==> config.mk <==
export PLATFORM = sky130hd
export DESIGN_NAME = pe_mac_collector
export DESIGN_NICKNAME = d
export VERILOG_FILES = /design/src/rtl/pe_mac_collector.sv
export SDC_FILE = /design/constraint.sdc
export NUM_CORES = 1
export LEC_CHECK = 0
export CAP_MARGIN = 20
export CORE_UTILIZATION = 50
export CTS_BUF_LIST = sky130_fd_sc_hd__clkbuf_8
export DETAILED_ROUTE_END_ITERATION = 12
export PLACE_DENSITY = 0.79
export SYNTH_ARGS = -nofsm -noshare
export SYNTH_HDL_FRONTEND = slang
export SYNTH_SLANG_ARGS = --single-unit
export TNS_END_PERCENT = 20
==> constraint.sdc <==
create_clock -name clk -period 4.7 [get_ports clk]
set_input_delay 1.175 -clock clk [delete_from_list [all_inputs] [get_ports clk]]
set_output_delay 1.175 -clock clk [all_outputs]
set_load 0.05 [all_outputs]
==> src/rtl/pe_mac_collector.sv <==
// pe_mac_collector: two-stage unsigned MAC feeding four capture registers.
// S1 holds the product and capture tag of the sampled beat; S2 accumulates
// with saturation and, when the tag is set, copies the new accumulator value
// into the selected result register(s). A small FSM signals when all four
// results have been collected.
module pe_mac_collector (
  input  logic        clk,
  input  logic        rst,
  input  logic        clr,
  input  logic        en,
  input  logic [7:0]  a,
  input  logic [7:0]  w,
  input  logic [3:0]  cap,
  output logic [19:0] c11,
  output logic [19:0] c12,
  output logic [19:0] c21,
  output logic [19:0] c22,
  output logic [19:0] acc,
  output logic [3:0]  valid,
  output logic        done,
  output logic        full,
  output logic        ovf,
  output logic        cap_err
);

  localparam int DATA_W = 8;
  localparam int PROD_W = 2 * DATA_W;
  localparam int ACC_W  = 20;
  localparam int NCAP   = 4;

  typedef enum logic {
    ST_COLLECT = 1'b0,
    ST_FULL    = 1'b1
  } state_t;

  // Clamp a one-bit-wide sum back into the accumulator range.
  function automatic logic [ACC_W-1:0] sat_acc(input logic [ACC_W:0] sum);
    if (sum[ACC_W]) begin
      return {ACC_W{1'b1}};
    end
    return sum[ACC_W-1:0];
  endfunction

  // True when the unclamped sum no longer fits the accumulator.
  function automatic logic sum_ovf(input logic [ACC_W:0] sum);
    return sum[ACC_W];
  endfunction

  logic [PROD_W-1:0] prod_q, prod_d;
  logic [NCAP-1:0]   tag_q, tag_d;
  logic [ACC_W-1:0]  acc_q, acc_d;
  logic              ovf_q, ovf_d;
  logic [ACC_W:0]    sum;
  logic [ACC_W-1:0]  acc_sat;

  logic [ACC_W-1:0]  cap_q [NCAP];
  logic [NCAP-1:0]   valid_q, valid_d;
  logic [NCAP-1:0]   cap_wr;
  logic              done_q, done_d;
  logic              cap_err_q, cap_err_d;
  state_t            state_q, state_d;

  // ---- S1: operand sampling ----
  // Idle or cleared beats load a zero product so the pipeline keeps draining.
  always_comb begin
    prod_d = '0;
    tag_d  = '0;
    if (!clr && en) begin
      prod_d = PROD_W'(a) * PROD_W'(w);
      tag_d  = cap;
    end
  end

  // S1 pipeline register.
  always_ff @(posedge clk) begin
    if (rst) begin
      prod_q <= '0;
      tag_q  <= '0;
    end else begin
      prod_q <= prod_d;
      tag_q  <= tag_d;
    end
  end

  // ---- S2: accumulate with saturation ----
  // The saturated sum is what a capture sees, even when clr wipes acc at the
  // same edge, so a tag always captures the window it closes.
  always_comb begin
    sum     = {1'b0, acc_q} + (ACC_W + 1)'(prod_q);
    acc_sat = sat_acc(sum);
    acc_d   = clr ? '0 : acc_sat;
    ovf_d   = clr ? 1'b0 : (ovf_q | sum_ovf(sum));
  end

  // S2 accumulator and sticky overflow.
  always_ff @(posedge clk) begin
    if (rst) begin
      acc_q <= '0;
      ovf_q <= 1'b0;
    end else begin
      acc_q <= acc_d;
      ovf_q <= ovf_d;
    end
  end

  // Collection control: captures are accepted only while collecting; any tag
  // arriving once all four results are held is flagged as a late capture.
  always_comb begin
    state_d   = state_q;
    valid_d   = valid_q;
    cap_wr    = '0;
    done_d    = 1'b0;
    cap_err_d = cap_err_q;
    case (state_q)
      ST_COLLECT: begin
        cap_wr  = tag_q;
        valid_d = valid_q | tag_q;
        if (valid_d == {NCAP{1'b1}}) begin
          state_d = ST_FULL;
          done_d  = 1'b1;
        end
      end
      ST_FULL: begin
        if (tag_q != '0) begin
          cap_err_d = 1'b1;
        end
      end
      default: state_d = ST_COLLECT;
    endcase
  end

  // Collection state, valid mask, done pulse and late-capture flag.
  always_ff @(posedge clk) begin
    if (rst) begin
      state_q   <= ST_COLLECT;
      valid_q   <= '0;
      done_q    <= 1'b0;
      cap_err_q <= 1'b0;
    end else begin
      state_q   <= state_d;
      valid_q   <= valid_d;
      done_q    <= done_d;
      cap_err_q <= cap_err_d;
    end
  end

  // Result registers; several may be written with the same value at once.
  always_ff @(posedge clk) begin
    if (rst) begin
      for (int k = 0; k < NCAP; k++) begin
        cap_q[k] <= '0;
      end
    end else begin
      for (int k = 0; k < NCAP; k++) begin
        if (cap_wr[k]) begin
          cap_q[k] <= acc_sat;
        end
      end
    end
  end

  assign c11     = cap_q[0];
  assign c12     = cap_q[1];
  assign c21     = cap_q[2];
  assign c22     = cap_q[3];
  assign acc     = acc_q;
  assign valid   = valid_q;
  assign done    = done_q;
  assign full    = (state_q == ST_FULL);
  assign ovf     = ovf_q;
  assign cap_err = cap_err_q;

endmodule

==> impl_results.md <==
* Syn avg cell area at between 10 and 15 um^2
* Layout cells sized above 1 at 0.1581
* Iter 0 DRT Violations at around 320
* Via Count at between 5,000 and 6,000
* Buf+Inv Stages, Crit Path at 4
* Final min period at 4.594 ns
* Total leakage power at between 4 and 5 nW
* Hold path endpoint: ovf$_SDFF_PP0_
* Worst Hold Depth at 2
* Worst Reg-to-Reg Cells at 9
* Clock Latency Late Sink at roughly 0.45 ns
* Worst path slowest cell: clkdlybuf4s50_1
* CP max stage delay at between 0.5 and 0.6 ns
* Reg2reg start: acc[0]$_SDFF_PP0_
* Fin crit share at 0.9775
* Sequential area share after synthesis at 0.4496
* Largest cells by area after synthesis: edfxtp_1 32%, dfxtp_1 13%, fa_1 9.9%, ha_1 8.7%, nor2_1 4.8%
* Area growth, synth to finish at 30.57%
* ANT cells at 0
* Setup-violating endpoint count in the final report at 0
* Worst EP arrival at a little under 5 ns
* Yosys warns at 0
* Die Span X at 124.3 um
* Worst-path clk slew at 0.07 ns
* RR Endpoint: cap_q[0][14]$_SDFFCE_PN0P_
* CTS Sinks at roughly 130
* CP most frequent cell: fa_1
* Max Cap Viol at 0
* CTS tree: yes
* DRT antenna net count at 0
* Nets at approximately 1,000
* Syn Inst Count at 706
* Hold path start: ovf$_SDFF_PP0_
* CORE AREA at 0.01459 mm^2
* Number of synthesized flops with an enable pin at 80
* Top-area cell type share of the netlist area at 0.3211
* Worst setup path class: in2reg
* Synth Net Count at 819
* Synth Cell Area at between 0.007 and 0.008 mm^2
* Worst-case clock buffer depth at 2
* Detailed Routing Iterations Pass 1 at 5
* Total power draw at between 3 and 4 mW
* CP Launch Type: primary input
* Post-detail-place hpwl at approximately 14,000 um
* Starting Density at 0.5128
* Global-route wire length before repair at between 20,000 and 30,000 um
* Die ar. at around 0.015 mm^2
* Synth area leader: edfxtp_1
* GRT Util Overall at 0.2442
* Post-synth ARST share at 0
* Fill cells at roughly 1,100
* Relative slew margins at 0.3210
* I/O pin total at around 130
* Worst vdd ir at 0.0001731 V
* H-tree depth at 4
* Clk_skew at approximately 0.011 ns
* CP Cell Sequence: clkdlybuf4s50_1 > and2_1 > fa_1 > inv_1 > fa_1 > fa_1 > inv_1 > ha_1 > buf_4 > nand3_1 > o211ai_1 > o41ai_1 > xor2_1 > nor2_1
* Buffers on Ports at around 130
* Final core occ at 0.6696
* Pwr/cell area at roughly 380 mW/mm^2
* Vias per inst at 5.527
* Routed WL at around 19,000 um
* Worst min path class: reg2reg
* Residual DRC count at 0
* Routed WL per cell at 17.12 um
* Post-synth top flop: edfxtp_1
* Synth Register Bits at 128
* Worst EP required at around 5 ns
* FF-to-FF setup slack at between 1.5 and 2 ns
* Largest net degree at the start of global routing at 22
* Slew Limit Fails at 0
* Worst slew pin tran at between 1 and 1.5 ns
* Final hold vios at 0
* Die Ht at about 120 um
* Vias in the first global route at between 6,000 and 7,000
* Critical-path maximum fanout at 7
* Total grt overflow at 0
* CP delay by family, top: adder cells
* Max Fclk at about 220 MHz
* CTS Root Cell: clkbuf_8
* Synth cell types at 68
* Status: complete, no violations
* Num CTS Buffers at 17
* Antenna violations before repair at 0
* Row cnt at 44
* Endpoint type of the worst setup path: flop
* Routability cong. at 0.9785
metal layers:
metal  GRT usage  up-vias  wire length [um]
li1            -     2796                 -
met3     0.04253       56              1012
met5           0        -                 0
met2      0.4452      267              9590
met1      0.2718     2861              7168
met4      0.1233        0               751
cells in the final DEF (no fill, tap or decap), types with 4 or more instances in the layout:
master / count
a21o_1: 8
a21oi_1: 32
a21oi_2: 4
a21oi_4: 4
and2_1: 48
and2_4: 6
and3_1: 7
buf_4: 47
clkbuf_2: 6
clkbuf_8: 18
clkdlybuf4s50_1: 117
dfxtp_1: 48
edfxtp_1: 80
fa_1: 34
ha_1: 48
ha_4: 4
inv_1: 74
nand2_1: 32
nand3_1: 11
nor2_1: 95
nor2_4: 4
nor3_1: 37
o21a_1: 8
o21ai_0: 19
or3_1: 5
xnor2_1: 5
xor2_1: 5
report_power, final:
| part | total (mW) | internal (mW) | switching (mW) |
|---|---|---|---|
| clock network | 0.951 | 0.528 | 0.423 |
| registers | 1.27 | 1.25 | 0.0235 |
| logic | 1.46 | 0.679 | 0.785 |
worst max path at each step:
stage	from	end	slack [ns]	cells past startpoint
global placement	a[3]	prod_q[12]$_SDFF_PP0_	-0.72	15
floorplan	w[4]	prod_q[13]$_SDFF_PP0_	-0.009	13
global route	w[1]	prod_q[10]$_SDFF_PP0_	-0.07	14
finish	w[1]	prod_q[10]$_SDFF_PP0_	0.11	14
detailed placement	a[3]	prod_q[14]$_SDFF_PP0_	-0.85	16
CTS	w[4]	prod_q[14]$_SDFF_PP0_	0.003	16
sequential cells by signal, summed over array words and instances, names as in the netlist:
signal	flops
cap_q	80
acc	20
ovf	1
prod_q	16
done	1
full	1
cap_err	1
valid	4
tag_q	4
synthesized netlist by cell type, types with 4 or more instances:
cell type  instances
ha_1              52
nand2_1           33
clkbuf_1          12
o21ai_0           21
o21a_1             8
nor3_1            37
fa_1              37
dfxtp_1           48
or3_1              5
nor2_1            95
inv_1             73
a21o_1             8
and3_1             8
nand3_1           11
nor2_4             4
xnor2_1            5
edfxtp_1          80
a21oi_4            4
a21oi_1           35
xor2_1             5
and2_1            53
cell type report:
class / count / area, um^2 / area share
multi-input combinational: 488 / 3887 / 0.3980
sequential: 128 / 3363 / 0.3443
timing repair buffer: 177 / 1614 / 0.1652
inverter: 73 / 274.0 / 0.02805
clock buffer: 18 / 247.7 / 0.02536
tap: 184 / 230.2 / 0.02357
clock inverter: 14 / 151.4 / 0.01550
cells by family (layout without fill, tap and decap cells):
group	after synthesis	after routing	share of synthesized area
mux	3	3	0.004014
fa+ha+maj	89	89	0.1860
compound gates	112	112	0.1121
xor+xnor	10	10	0.01171
simple gates	274	274	0.1895
flops	128	128	0.4496
buf+inv	90	282	0.04716
tightest hold or removal path, stage by stage (launching register included):
cell and delay [ns]:
dfxtp_1 0.33, nor2_1 0.05, nor2_1 0.08
timing repair:
action,in CTS,in global routing
setup endpoints to repair,9,8
buffers inserted,1,1
gates resized for setup,38,44
pin swaps,11,19
hold buffers,0,0
through the flow:
| step | TNS, ns | cell area [um^2] | worst slack [ns] | hold WS [ns] | std cells |
|---|---|---|---|---|---|
| floorplan | -0.008684 | 7520 | -0.008684 | 0.5630 | 706 |
| global placement | -5.892 | 9313 | -0.7228 | 0.4558 | 1048 |
| detailed placement | -6.725 | 9313 | -0.8498 | 0.4698 | 1048 |
| CTS | 0 | 9761 | 0.002851 | 0.4862 | 1081 |
| global route | -0.07975 | 9768 | -0.06960 | 0.5232 | 1082 |
| finish | 0 | 9768 | 0.1060 | 0.4876 | 1082 |
Note: power is estimated with default switching activity, not from simulation.
